[src/rtl/bram_stim_pkg.sv]
// Shared types, din field layout, LFSR/MISR constants and helpers for the BRAM stimulus sequencer.
package bram_stim_pkg;

   typedef enum logic [2:0] {
      ST_IDLE  = 3'd0,
      ST_WRITE = 3'd1,
      ST_READ  = 3'd2,
      ST_DRAIN = 3'd3,
      ST_SHIFT = 3'd4,
      ST_DONE  = 3'd5
   } state_e;

   localparam int unsigned DIN_ADDR_LSB = 0;
   localparam int unsigned DIN_ADDR_W   = 14;
   localparam int unsigned DIN_EN_BIT   = 14;
   localparam int unsigned DIN_WE_BIT   = 15;
   localparam int unsigned DIN_DATA_LSB = 16;
   localparam int unsigned DIN_DATA_W   = 16;
   localparam int unsigned DIN_USED_W   = 32;

   // Low 32 bits of din; everything above is zero.
   typedef struct packed {
      logic [DIN_DATA_W-1:0] data;
      logic                  we;
      logic                  en;
      logic [DIN_ADDR_W-1:0] addr;
   } din_word_t;

   localparam int unsigned LFSR_W        = 16;
   localparam int unsigned SIG_W         = 32;
   localparam logic [15:0] LFSR_TAPS     = 16'hB400;
   localparam logic [31:0] MISR_POLY     = 32'h04C11DB7;
   localparam logic [31:0] MISR_INIT     = 32'hFFFF_FFFF;
   localparam logic [15:0] ZERO_SEED_SUB = 16'h0001;

   function automatic logic [15:0] lfsr_next(input logic [15:0] s);
      return {s[14:0], ^(s & LFSR_TAPS)};
   endfunction

   // One MSB-first CRC-32 shift, then fold in the captured word.
   function automatic logic [31:0] misr_step(input logic [31:0] m, input logic [31:0] d);
      logic [31:0] s;
      s = {m[30:0], 1'b0} ^ (m[31] ? MISR_POLY : 32'h0);
      return s ^ d;
   endfunction

   function automatic logic [15:0] seed_fix(input logic [15:0] s);
      return (s == 16'h0) ? ZERO_SEED_SUB : s;
   endfunction

endpackage

[src/rtl/bram_stim_seq_if.sv]
// Bus between the stimulus sequencer (master) and its surroundings: roi din/dout plus run control and signature.
interface bram_stim_seq_if #(
   parameter int unsigned DIN_N  = 160,
   parameter int unsigned DOUT_N = 160
);
   logic              start;
   logic [DIN_N-1:0]  din;
   logic [DOUT_N-1:0] dout;
   logic              busy;
   logic              done;
   logic              so;
   logic              so_valid;
   logic [15:0]       err_cnt;

   modport master (
      input  start, dout,
      output din, busy, done, so, so_valid, err_cnt
   );

   modport slave (
      output start, dout,
      input  din, busy, done, so, so_valid, err_cnt
   );
endinterface

[src/rtl/bram_stim_lfsr16.sv]
// 16-bit Fibonacci LFSR with synchronous load-to-seed and step controls; nxt_c is the value q takes next edge.
module bram_stim_lfsr16
   import bram_stim_pkg::*;
#(
   parameter logic [15:0] SEED = ZERO_SEED_SUB
) (
   input  logic        clk,
   input  logic        rst,
   input  logic        load,
   input  logic        step,
   output logic [15:0] q,
   output logic [15:0] nxt_c
);

   always_comb begin
      nxt_c = q;
      if (load)      nxt_c = SEED;
      else if (step) nxt_c = lfsr_next(q);
   end

   always_ff @(posedge clk or posedge rst) begin
      if (rst) q <= SEED;
      else     q <= nxt_c;
   end

endmodule

[src/rtl/bram_stim_seq.sv]
// Self-running BRAM write/read sweep with MISR capture and serial signature out.
// Optional read-back checker enabled by defining BRAM_STIM_CHECK_EN.
module bram_stim_seq
   import bram_stim_pkg::*;
#(
   parameter int unsigned DIN_N     = 160,
   parameter int unsigned DOUT_N    = 160,
   parameter int unsigned ADDR_W    = 10,
   parameter int unsigned READ_LAT  = 2,
   parameter logic [15:0] LFSR_SEED = 16'hACE1
) (
   input  logic            clk,
   input  logic            rst,
   bram_stim_seq_if.master bus
);

   localparam int unsigned    CNT_W    = 5;
   localparam logic [15:0]    SEED_EFF = seed_fix(LFSR_SEED);

   state_e              state_q, state_d;
   logic [ADDR_W-1:0]   addr_q, addr_d;
   logic [CNT_W-1:0]    cnt_q, cnt_d;
   logic [SIG_W-1:0]    misr_q, misr_d;
   logic [READ_LAT-1:0] pipe_q, pipe_d;
   logic [DIN_N-1:0]    din_q, din_d;
   logic                busy_q, busy_d;
   logic                done_q, done_d;
   logic                so_q, so_d;
   logic                so_valid_q, so_valid_d;
   logic                lfsr_load, lfsr_step;
   logic                wr_c, rd_c;
   logic [15:0]         lfsr_nxt;
   logic [15:0]         lfsr_q_unused;
   logic                start_acc;
   logic                cap;
   din_word_t           dw;

   assign start_acc = (state_q == ST_IDLE) && bus.start;
   assign cap       = pipe_q[READ_LAT-1];

   bram_stim_lfsr16 #(.SEED(SEED_EFF)) u_lfsr (
      .clk   (clk),
      .rst   (rst),
      .load  (lfsr_load),
      .step  (lfsr_step),
      .q     (lfsr_q_unused),
      .nxt_c (lfsr_nxt)
   );

   // Valid-bit pipe tracks read addresses in flight through roi.
   generate
      if (READ_LAT == 1) begin : g_pipe1
         assign pipe_d = state_q == ST_READ;
      end else begin : g_pipen
         assign pipe_d = {pipe_q[READ_LAT-2:0], state_q == ST_READ};
      end
      if (DOUT_N > SIG_W) begin : g_dout_hi
         logic dout_hi_unused;
         assign dout_hi_unused = ^bus.dout[DOUT_N-1:SIG_W];
      end
   endgenerate

   // Next-state and next-output values; outputs are registered from these.
   always_comb begin
      state_d   = state_q;
      addr_d    = addr_q;
      cnt_d     = cnt_q;
      misr_d    = misr_q;
      lfsr_load = 1'b0;
      lfsr_step = 1'b0;
      wr_c      = 1'b0;
      rd_c      = 1'b0;
      dw        = '0;
      din_d     = '0;

      if (cap) misr_d = misr_step(misr_q, bus.dout[SIG_W-1:0]);

      unique case (state_q)
         ST_IDLE: begin
            if (bus.start) begin
               state_d   = ST_WRITE;
               addr_d    = '0;
               lfsr_load = 1'b1;
               misr_d    = MISR_INIT;
               wr_c      = 1'b1;
            end
         end
         ST_WRITE: begin
            if (&addr_q) begin
               state_d   = ST_READ;
               addr_d    = '0;
               lfsr_load = 1'b1;
               rd_c      = 1'b1;
            end else begin
               addr_d    = addr_q + ADDR_W'(1);
               lfsr_step = 1'b1;
               wr_c      = 1'b1;
            end
         end
         ST_READ: begin
            if (&addr_q) begin
               state_d = ST_DRAIN;
               cnt_d   = '0;
            end else begin
               addr_d = addr_q + ADDR_W'(1);
               rd_c   = 1'b1;
            end
         end
         ST_DRAIN: begin
            if (cnt_q == CNT_W'(READ_LAT - 1)) begin
               state_d = ST_SHIFT;
               cnt_d   = '0;
            end else begin
               cnt_d = cnt_q + CNT_W'(1);
            end
         end
         ST_SHIFT: begin
            misr_d = {misr_q[SIG_W-2:0], 1'b0};
            if (cnt_q == CNT_W'(SIG_W - 1)) state_d = ST_DONE;
            else                            cnt_d   = cnt_q + CNT_W'(1);
         end
         ST_DONE: state_d = ST_IDLE;
         default: state_d = ST_IDLE;
      endcase

      if (wr_c || rd_c) begin
         dw.addr = DIN_ADDR_W'(addr_d);
         dw.en   = 1'b1;
         if (wr_c) begin
            dw.we   = 1'b1;
            dw.data = lfsr_nxt;
         end
         din_d = DIN_N'(dw);
      end

      busy_d     = state_d != ST_IDLE;
      done_d     = state_d == ST_DONE;
      so_valid_d = state_d == ST_SHIFT;
      so_d       = so_valid_d & misr_d[SIG_W-1];
   end

   always_ff @(posedge clk or posedge rst) begin
      if (rst) begin
         state_q    <= ST_IDLE;
         addr_q     <= '0;
         cnt_q      <= '0;
         misr_q     <= MISR_INIT;
         pipe_q     <= '0;
         din_q      <= '0;
         busy_q     <= 1'b0;
         done_q     <= 1'b0;
         so_q       <= 1'b0;
         so_valid_q <= 1'b0;
      end else begin
         state_q    <= state_d;
         addr_q     <= addr_d;
         cnt_q      <= cnt_d;
         misr_q     <= misr_d;
         pipe_q     <= pipe_d;
         din_q      <= din_d;
         busy_q     <= busy_d;
         done_q     <= done_d;
         so_q       <= so_d;
         so_valid_q <= so_valid_d;
      end
   end

   assign bus.din      = din_q;
   assign bus.busy     = busy_q;
   assign bus.done     = done_q;
   assign bus.so       = so_q;
   assign bus.so_valid = so_valid_q;

`ifdef BRAM_STIM_CHECK_EN
   // Expected-data LFSR advances once per capture, so it trails the write stream by the read latency.
   logic [15:0] exp_q;
   logic [15:0] exp_nxt_unused;
   logic [15:0] err_q;

   bram_stim_lfsr16 #(.SEED(SEED_EFF)) u_exp_lfsr (
      .clk   (clk),
      .rst   (rst),
      .load  (start_acc),
      .step  (cap),
      .q     (exp_q),
      .nxt_c (exp_nxt_unused)
   );

   always_ff @(posedge clk or posedge rst) begin
      if (rst)                                                    err_q <= '0;
      else if (start_acc)                                         err_q <= '0;
      else if (cap && bus.dout[15:0] != exp_q && err_q != 16'hFFFF) err_q <= err_q + 16'd1;
   end

   assign bus.err_cnt = err_q;
`else
   logic start_acc_unused;
   assign start_acc_unused = start_acc;
   assign bus.err_cnt      = '0;
`endif

endmodule

[src/flat_wrapper.sv]
// flat-port wrapper written by rule: the top's interface ports become plain ports
module bram_stim_seq_flat import bram_stim_pkg::*;
#(
   parameter int unsigned DIN_N     = 160,
   parameter int unsigned DOUT_N    = 160,
   parameter int unsigned ADDR_W    = 10,
   parameter int unsigned READ_LAT  = 2,
   parameter logic [15:0] LFSR_SEED = 16'hACE1
)
  (clk, rst, bus_start, bus_dout, bus_din, bus_busy, bus_done, bus_so, bus_so_valid, bus_err_cnt);
  bram_stim_seq_if #(.DIN_N(DIN_N), .DOUT_N(DOUT_N)) bus_i ();
  input  logic clk;
  input  logic rst;
  input wire logic [$bits(bus_i.start)-1:0] bus_start;
  input wire logic [$bits(bus_i.dout)-1:0] bus_dout;
  output wire logic [$bits(bus_i.din)-1:0] bus_din;
  output wire logic [$bits(bus_i.busy)-1:0] bus_busy;
  output wire logic [$bits(bus_i.done)-1:0] bus_done;
  output wire logic [$bits(bus_i.so)-1:0] bus_so;
  output wire logic [$bits(bus_i.so_valid)-1:0] bus_so_valid;
  output wire logic [$bits(bus_i.err_cnt)-1:0] bus_err_cnt;
  assign bus_i.start = bus_start;
  assign bus_i.dout = bus_dout;
  assign bus_din = bus_i.din;
  assign bus_busy = bus_i.busy;
  assign bus_done = bus_i.done;
  assign bus_so = bus_i.so;
  assign bus_so_valid = bus_i.so_valid;
  assign bus_err_cnt = bus_i.err_cnt;
  bram_stim_seq #(.DIN_N(DIN_N), .DOUT_N(DOUT_N), .ADDR_W(ADDR_W), .READ_LAT(READ_LAT), .LFSR_SEED(LFSR_SEED)) u_core (.clk(clk), .rst(rst), .bus(bus_i));
endmodule
[config.mk]
export PLATFORM = sky130hd
export DESIGN_NAME = bram_stim_seq_flat
export DESIGN_NICKNAME = d
export VERILOG_FILES = /design/src/rtl/bram_stim_pkg.sv /design/src/rtl/bram_stim_seq_if.sv /design/src/rtl/bram_stim_lfsr16.sv /design/src/rtl/bram_stim_seq.sv /design/src/flat_wrapper.sv
export SDC_FILE = /design/constraint.sdc
export NUM_CORES = 1
export LEC_CHECK = 0
export ABC_AREA = 1
export ABC_CLOCK_PERIOD_IN_PS = 3400
export CORE_MARGIN = 5
export CORE_UTILIZATION = 30
export DETAILED_ROUTE_END_ITERATION = 16
export HOLD_SLACK_MARGIN = 0.06
export PLACE_DENSITY = 0.72
export SLEW_MARGIN = 0
export SYNTH_ARGS = -nofsm -noshare
export SYNTH_HDL_FRONTEND = slang
export SYNTH_SLANG_ARGS = --single-unit
[constraint.sdc]
create_clock -name clk -period 3.4 [get_ports clk]
set_input_delay 0.51 -clock clk [delete_from_list [all_inputs] [get_ports clk]]
set_output_delay 0.51 -clock clk [all_outputs]
set_load 0.01 [all_outputs]
Word level (Yosys, flattened, before mapping)
Index checks and enable logic that the tools add are counted.
Word-level totals
  logic and storage cells: 62
  bits of input ports: 163
  flip-flop bits (word level): 104
  output and inout bits: 180
Cells by class
  equal/unequal tests: 10
  reduce and logical (&&, ||, !) cells: 7
  mux-type cells: 29
  $add $sub $neg: 2
  bitwise gates (word level): 3
Operators with widths (count)
  32-bit two-way mux: 3
  32-bit one-hot mux with 2 select lines: 1
  32-bit XOR: 2
  16-bit two-way mux: 2
  10-bit two-way mux: 3
  10-bit one-hot mux with 3 select lines: 1
  27-bit two-way mux: 1
  17-bit two-way mux: 1
  16-bit parity: 1
  3-bit two-way mux: 5
  5-bit two-way mux: 3
  3-bit one-hot mux with 5 select lines: 1
  5-bit one-hot mux with 3 select lines: 1
  10-bit by 1-bit adder with 10-bit output (second input constant): 1
  10-bit AND reduction: 1
  3-bit == test (second input constant): 3
  3-bit by 2-bit == test with 1-bit output (second input constant): 2
  1-bit one-hot mux with 2 select lines: 3
  3-bit nonzero test: 2
  5-bit by 1-bit adder with 5-bit output (second input constant): 1
  5-bit by 1-bit == test with 1-bit output (second input constant): 1
  5-bit == test (second input constant): 1
  1-bit two-way mux: 4
  2-bit != test (second input constant): 2
  5 further kinds: 5

Depth between registers and ports, before layout
  word-level depth: 7
  mapped depth: 11
  depth with buffers taken out: 11

Hierarchy
From an unflattened synthesis, not the netlist that was laid out.
Second synthesis, totals
  cell total of the unflattened synthesis: 730
  area total of the unflattened synthesis: 6233.5 um2
By module, submodules not included
  bram_stim_seq: cells each 647, times used 1, area each 5510.3 um2, sequential area each 2142.1 um2
  bram_stim_lfsr16: cells each 83, times used 1, area each 723.2 um2, sequential area each 410.4 um2

Least setup slack after synthesis
No wires, ideal clock.
  kind: register -> register
  start: reg u_core.addr_q[0]
  end: reg u_core.din_q[0], in the netlist u_core.bus.din[0]
  setup time: 63 ps
  path buffers: 0
  data required time: 3337 ps
  path slack: 1653 ps
  period minus slack after synthesis: 1747 ps
  cell stages (with the launch flop): 11
  arrival time: 1684 ps
  cell sequence: dfrtp_1 > ha_1 > nand2_1 > nor2_1 > nand2_1 > nor2_2 > nand2_1 > ha_1 > o221ai_1 > nand2_1 > inv_1
On the way
  elaborated cells on any way between the ends: 12
  classes of those cells: add/sub (1); mux (9); reduce/logical (2)
RTL lines
  start: declaration: RTL line bram_stim_seq.sv:21  | logic [ADDR_W-1:0] addr_q, addr_d;
  start signal: assignment: RTL line bram_stim_seq.sv:156  | addr_q <= addr_d;
  10-bit by 1-bit adder with 10-bit output / 10-bit AND reduction (equally long branches)
  10-bit two-way mux, on equally long branches: RTL line bram_stim_seq.sv:101, bram_stim_seq.sv:89
  10-bit one-hot mux with 3 select lines (*): RTL line bram_stim_seq.sv:78  | unique case (state_q)
  named net u_core.addr_d[0]: RTL line bram_stim_seq.sv:21
  32-bit two-way mux (*): RTL line bram_stim_seq.sv:126  | if (wr_c || rd_c) begin
  named net u_core.din_d[0]: RTL line bram_stim_seq.sv:25  | logic [DIN_N-1:0] din_q, din_d;
  end signal: assignment: RTL line bram_stim_seq.sv:160  | din_q <= din_d;
  end: declaration: RTL line bram_stim_seq.sv:25
The timed path passes the listed nets; every way through them passes the cells marked *.
A chain may end at the register's enable or synchronous reset.

Worst setup path in the final report
  start: reg u_core.pipe_q[1]
  end: reg u_core.misr_q[27]
On the way
  word-level cells in the longest chain between the ends: 3
Ends and longest elaborated chain
  start: declaration: RTL line bram_stim_seq.sv:24  | logic [READ_LAT-1:0] pipe_q, pipe_d;
  start signal: assignment: RTL line bram_stim_seq.sv:159  | pipe_q <= pipe_d;
  32-bit two-way mux (*): RTL line bram_stim_seq.sv:76  | if (cap) misr_d = misr_step(misr_q, bus.dout[SIG_W-1:0]);
  32-bit two-way mux: RTL line bram_stim_seq.sv:80  | if (bus.start) begin
  32-bit one-hot mux with 2 select lines (*): RTL line bram_stim_seq.sv:78
  named net u_core.misr_d[27]: RTL line bram_stim_seq.sv:23  | logic [SIG_W-1:0] misr_q, misr_d;
  end signal: assignment: RTL line bram_stim_seq.sv:158  | misr_q <= misr_d;
  end: declaration: RTL line bram_stim_seq.sv:23
Marked as above.

==> impl_metrics.toml <==
[outcome]
status = "finished, final reports clean"

[synthesis]
synth_top_family_by_area = "buffers and inverters"
synth_adder_area_share_pct = 1.03
syn_area_per_cell_um2 = 8.62
synth.yosys.warnings = 0
yosysSeqAreaShare_pct = 41.8
synth_compound_area_share_pct = 11.0
synthCells = 708
synthMuxAreaShare_pct = 0.164
netlist_area_mm2 = 0.00610
ys_ff_latch = 100
yosys.area_share.simple_pct = 16.4
synth_xor_area_share_pct = 5.60
synth.distinct_cells = 44

[clock_network]
post-cts-setup-buffers = 0
clk_path_buf_depth = 2
htreeDepth = 3
cts-root-buf = "clkbuf_16"
holdBufCountCts = 0
clock_sinks = 100
clk_pin_slew_ps = 70
cts_tree = "built"
cts_made_buffers = 9
clk_latency_ps = 340
cts_resized = 0

[placed_design]
pre_cts_ws_ps = 1040
dp_hpwl_mm = 9.11
globalplace.congestion = 0.810
placed_cells = 1025
port_buffers = 66

[die]
dieHeight_um = 153
rows = 52
core_area_mm2 = 0.0201
initial_core_util_pct = 30.3
die_w_um = 153
die_area_mm2 = 0.0233
pin_count = 343

[critical_path]
crit_fanout = 35
r2r_start = "u_core.pipe_q[1]$_DFF_PP0_"
startpoint = "u_core.pipe_q[1]$_DFF_PP0_"
critPathRequiredTime_ps = 3640
crit_slowest_cell = "inv_1"
crit_chain = "inv_1 > buf_4 > a21oi_1 > a211oi_1 > o21ai_0"
start_kind = "flop"
cp-end-kind = "flop"
r2r-end = "u_core.misr_q[27]$_DFF_PP1_"
reg2reg_slack_ps = 1110
cp_data_arrival_time_ps = 2520
r2r_cells = 5
max_stage_delay_ps = 810
path_class = "reg2reg"

[detailed_routing]
wl_per_cell_um = 12.4
routed_wl_mm = 12.9
drc = 0
viasPerCell = 4.06
ant_nets = 0
firstDrtPassIters = 5
num_vias = 4231
first_iter_violations = 283

[timing]
slew-limit-headroom_pct = 35.3
fin_ws_ps = 1110
period_minus_slack_ps = 2290
finalClockSkew_ps = 6.45
worst_pin_slew_ps = 970
maxSlewViolCount = 0
rsz0062_at_grt = "no"
hold_violations = 0
setup_tns_ps = 0
final.period_utilization_pct = 67.3
setup_viol = 0
max_freq_mhz = 437

[grt]
grtUsageMet3_pct = 2.95
antenna_found_initial = 0
grtUsageMet1_pct = 14.6
grt_pass1_vias = 4099
grt_max_degree = 59
top_usage_layer = "met2"
grt_pass1_wl_mm = 21.1
grt_remaining_overflow = 0
met2_usage_pct = 17.8
track_usage_pct = 11.0

[min_path]
hold_path.class = "reg2reg"
min_from = "u_core.pipe_q[0]$_DFF_PP0_"
whs_path_depth = 0
min_to = "u_core.pipe_q[1]$_DFF_PP0_"

[layout]
layout.cells.most_common = "conb_1"
nets = 934
drive_gt1_share_pct = 11.5
layout_common_cells = "conb_1 (148), nand2_1 (105), clkdlybuf4s50_1 (66)"
num_antenna_cells = 0
syn_to_final_growth_pct = 11.3
finalNonFillerCells = 1041

[run]
cap_violations = 0

[pwr]
peakVddDrop_mv = 0.205
p_leak_nw = 3.26
power-per-cell-area_mw_per_mm2 = 519
==> registers in the layout (all words and copies together), names as in the netlist <==
register,cells
u_core.pipe_q,2
u_core.cnt_q,5
u_core.bus.din,28
u_core.bus.busy,1
u_core.misr_q,32
u_core.state_q,3
u_core.bus.done,1
u_core.u_lfsr.q,16
u_core.addr_q,10
u_core.bus.so,1
u_core.bus.so_valid,1
==> critical path: cells and delay by family (launching register included) <==
family / cells / cell delay (ps)
AO/OA/AOI/OAI: 3 / 390
flip-flops: 1 / 580
buffers and inverters: 2 / 1200
==> power breakdown <==
part	leakage, nW	switching (mW)	internal [mW]	total [mW]
logic	1.89	0.418	0.317	0.735
clock network	0.160	0.459	0.669	1.13
registers	1.21	0.147	1.51	1.66
total	3.26	1.02	2.50	3.52
==> synthesized netlist by cell type (all sizes together) <==
library cell / number / share of area, %
nand3: 31 / 3.2
clkinv: 1 / 0.061
o31ai: 1 / 0.12
nor3: 3 / 0.43
clkbuf: 7 / 0.45
o21bai: 7 / 0.86
dfstp: 40 / 17
buf: 161 / 20
nor2: 67 / 4.7
nand3b: 1 / 0.12
nand2: 111 / 7.5
inv: 61 / 3.9
a21oi: 29 / 2.4
o211ai: 7 / 0.94
o221ai: 4 / 0.57
xnor2: 16 / 2.3
nand4: 3 / 0.31
o22ai: 1 / 0.10
conb: 1 / 0.061
o21ai: 44 / 3.7
a211oi: 8 / 0.98
xor2: 23 / 3.3
or2: 2 / 0.21
ha: 5 / 1.0
dfrtp: 60 / 25
a31oi: 13 / 1.3
mux2i: 1 / 0.16
==> kinds of logic after synthesis <==
family | Yosys count
buffers and inverters | 230
other | 1
multiplexers | 1
adder cells (fa/ha/maj) | 5
AO/OA/AOI/OAI | 114
flip-flops | 100
XOR/XNOR | 39
AND/OR/NAND/NOR | 218
==> how the worst max path moves through the flow <==
| stage | endpoint | slack [ps] | cells after the start |
|---|---|---|---|
| 2_1_floorplan | u_core.addr_q[0]$_DFF_PP0_ | 340 | 1 |
| 3_3_place_gp | u_core.addr_q[2]$_DFF_PP0_ | 1100 | 8 |
| 3_5_place_dp | u_core.addr_q[1]$_DFF_PP0_ | 1040 | 8 |
| 4_1_cts | u_core.misr_q[27]$_DFF_PP1_ | 1120 | 5 |
| 5_1_grt | u_core.misr_q[21]$_DFF_PP1_ | 820 | 5 |
| 6_report | u_core.misr_q[27]$_DFF_PP1_ | 1110 | 5 |
==> metrics by stage <==
step	power (mW)	util [%]	cell area, um^2	hold WS, ps
after floorplan	2.36	-	6650	331
after global placement	2.37	32.1	6460	333
after detailed placement	2.41	32.1	6460	340
after CTS	3.55	33.8	6790	357
after global routing	3.75	33.8	6790	362
final	3.52	33.8	6790	351
==> layout make-up <==
cell class | instances | area [um^2]
tap | 270 | 338
inverter | 62 | 243
multi-input combinational | 525 | 2640
fill | 2077 | 13300
sequential | 100 | 2550
timing repair buffer | 68 | 688
clock inverter | 5 | 82.6
clock buffer | 11 | 243
==> per-layer routing <==
layer	vias up	share of wire, %
li1	2083	-
met1	1991	45
met2	146	47
met3	11	6.8
met4	0	0.93
met5	-	0
Note: power is estimated with default switching activity, not from simulation.
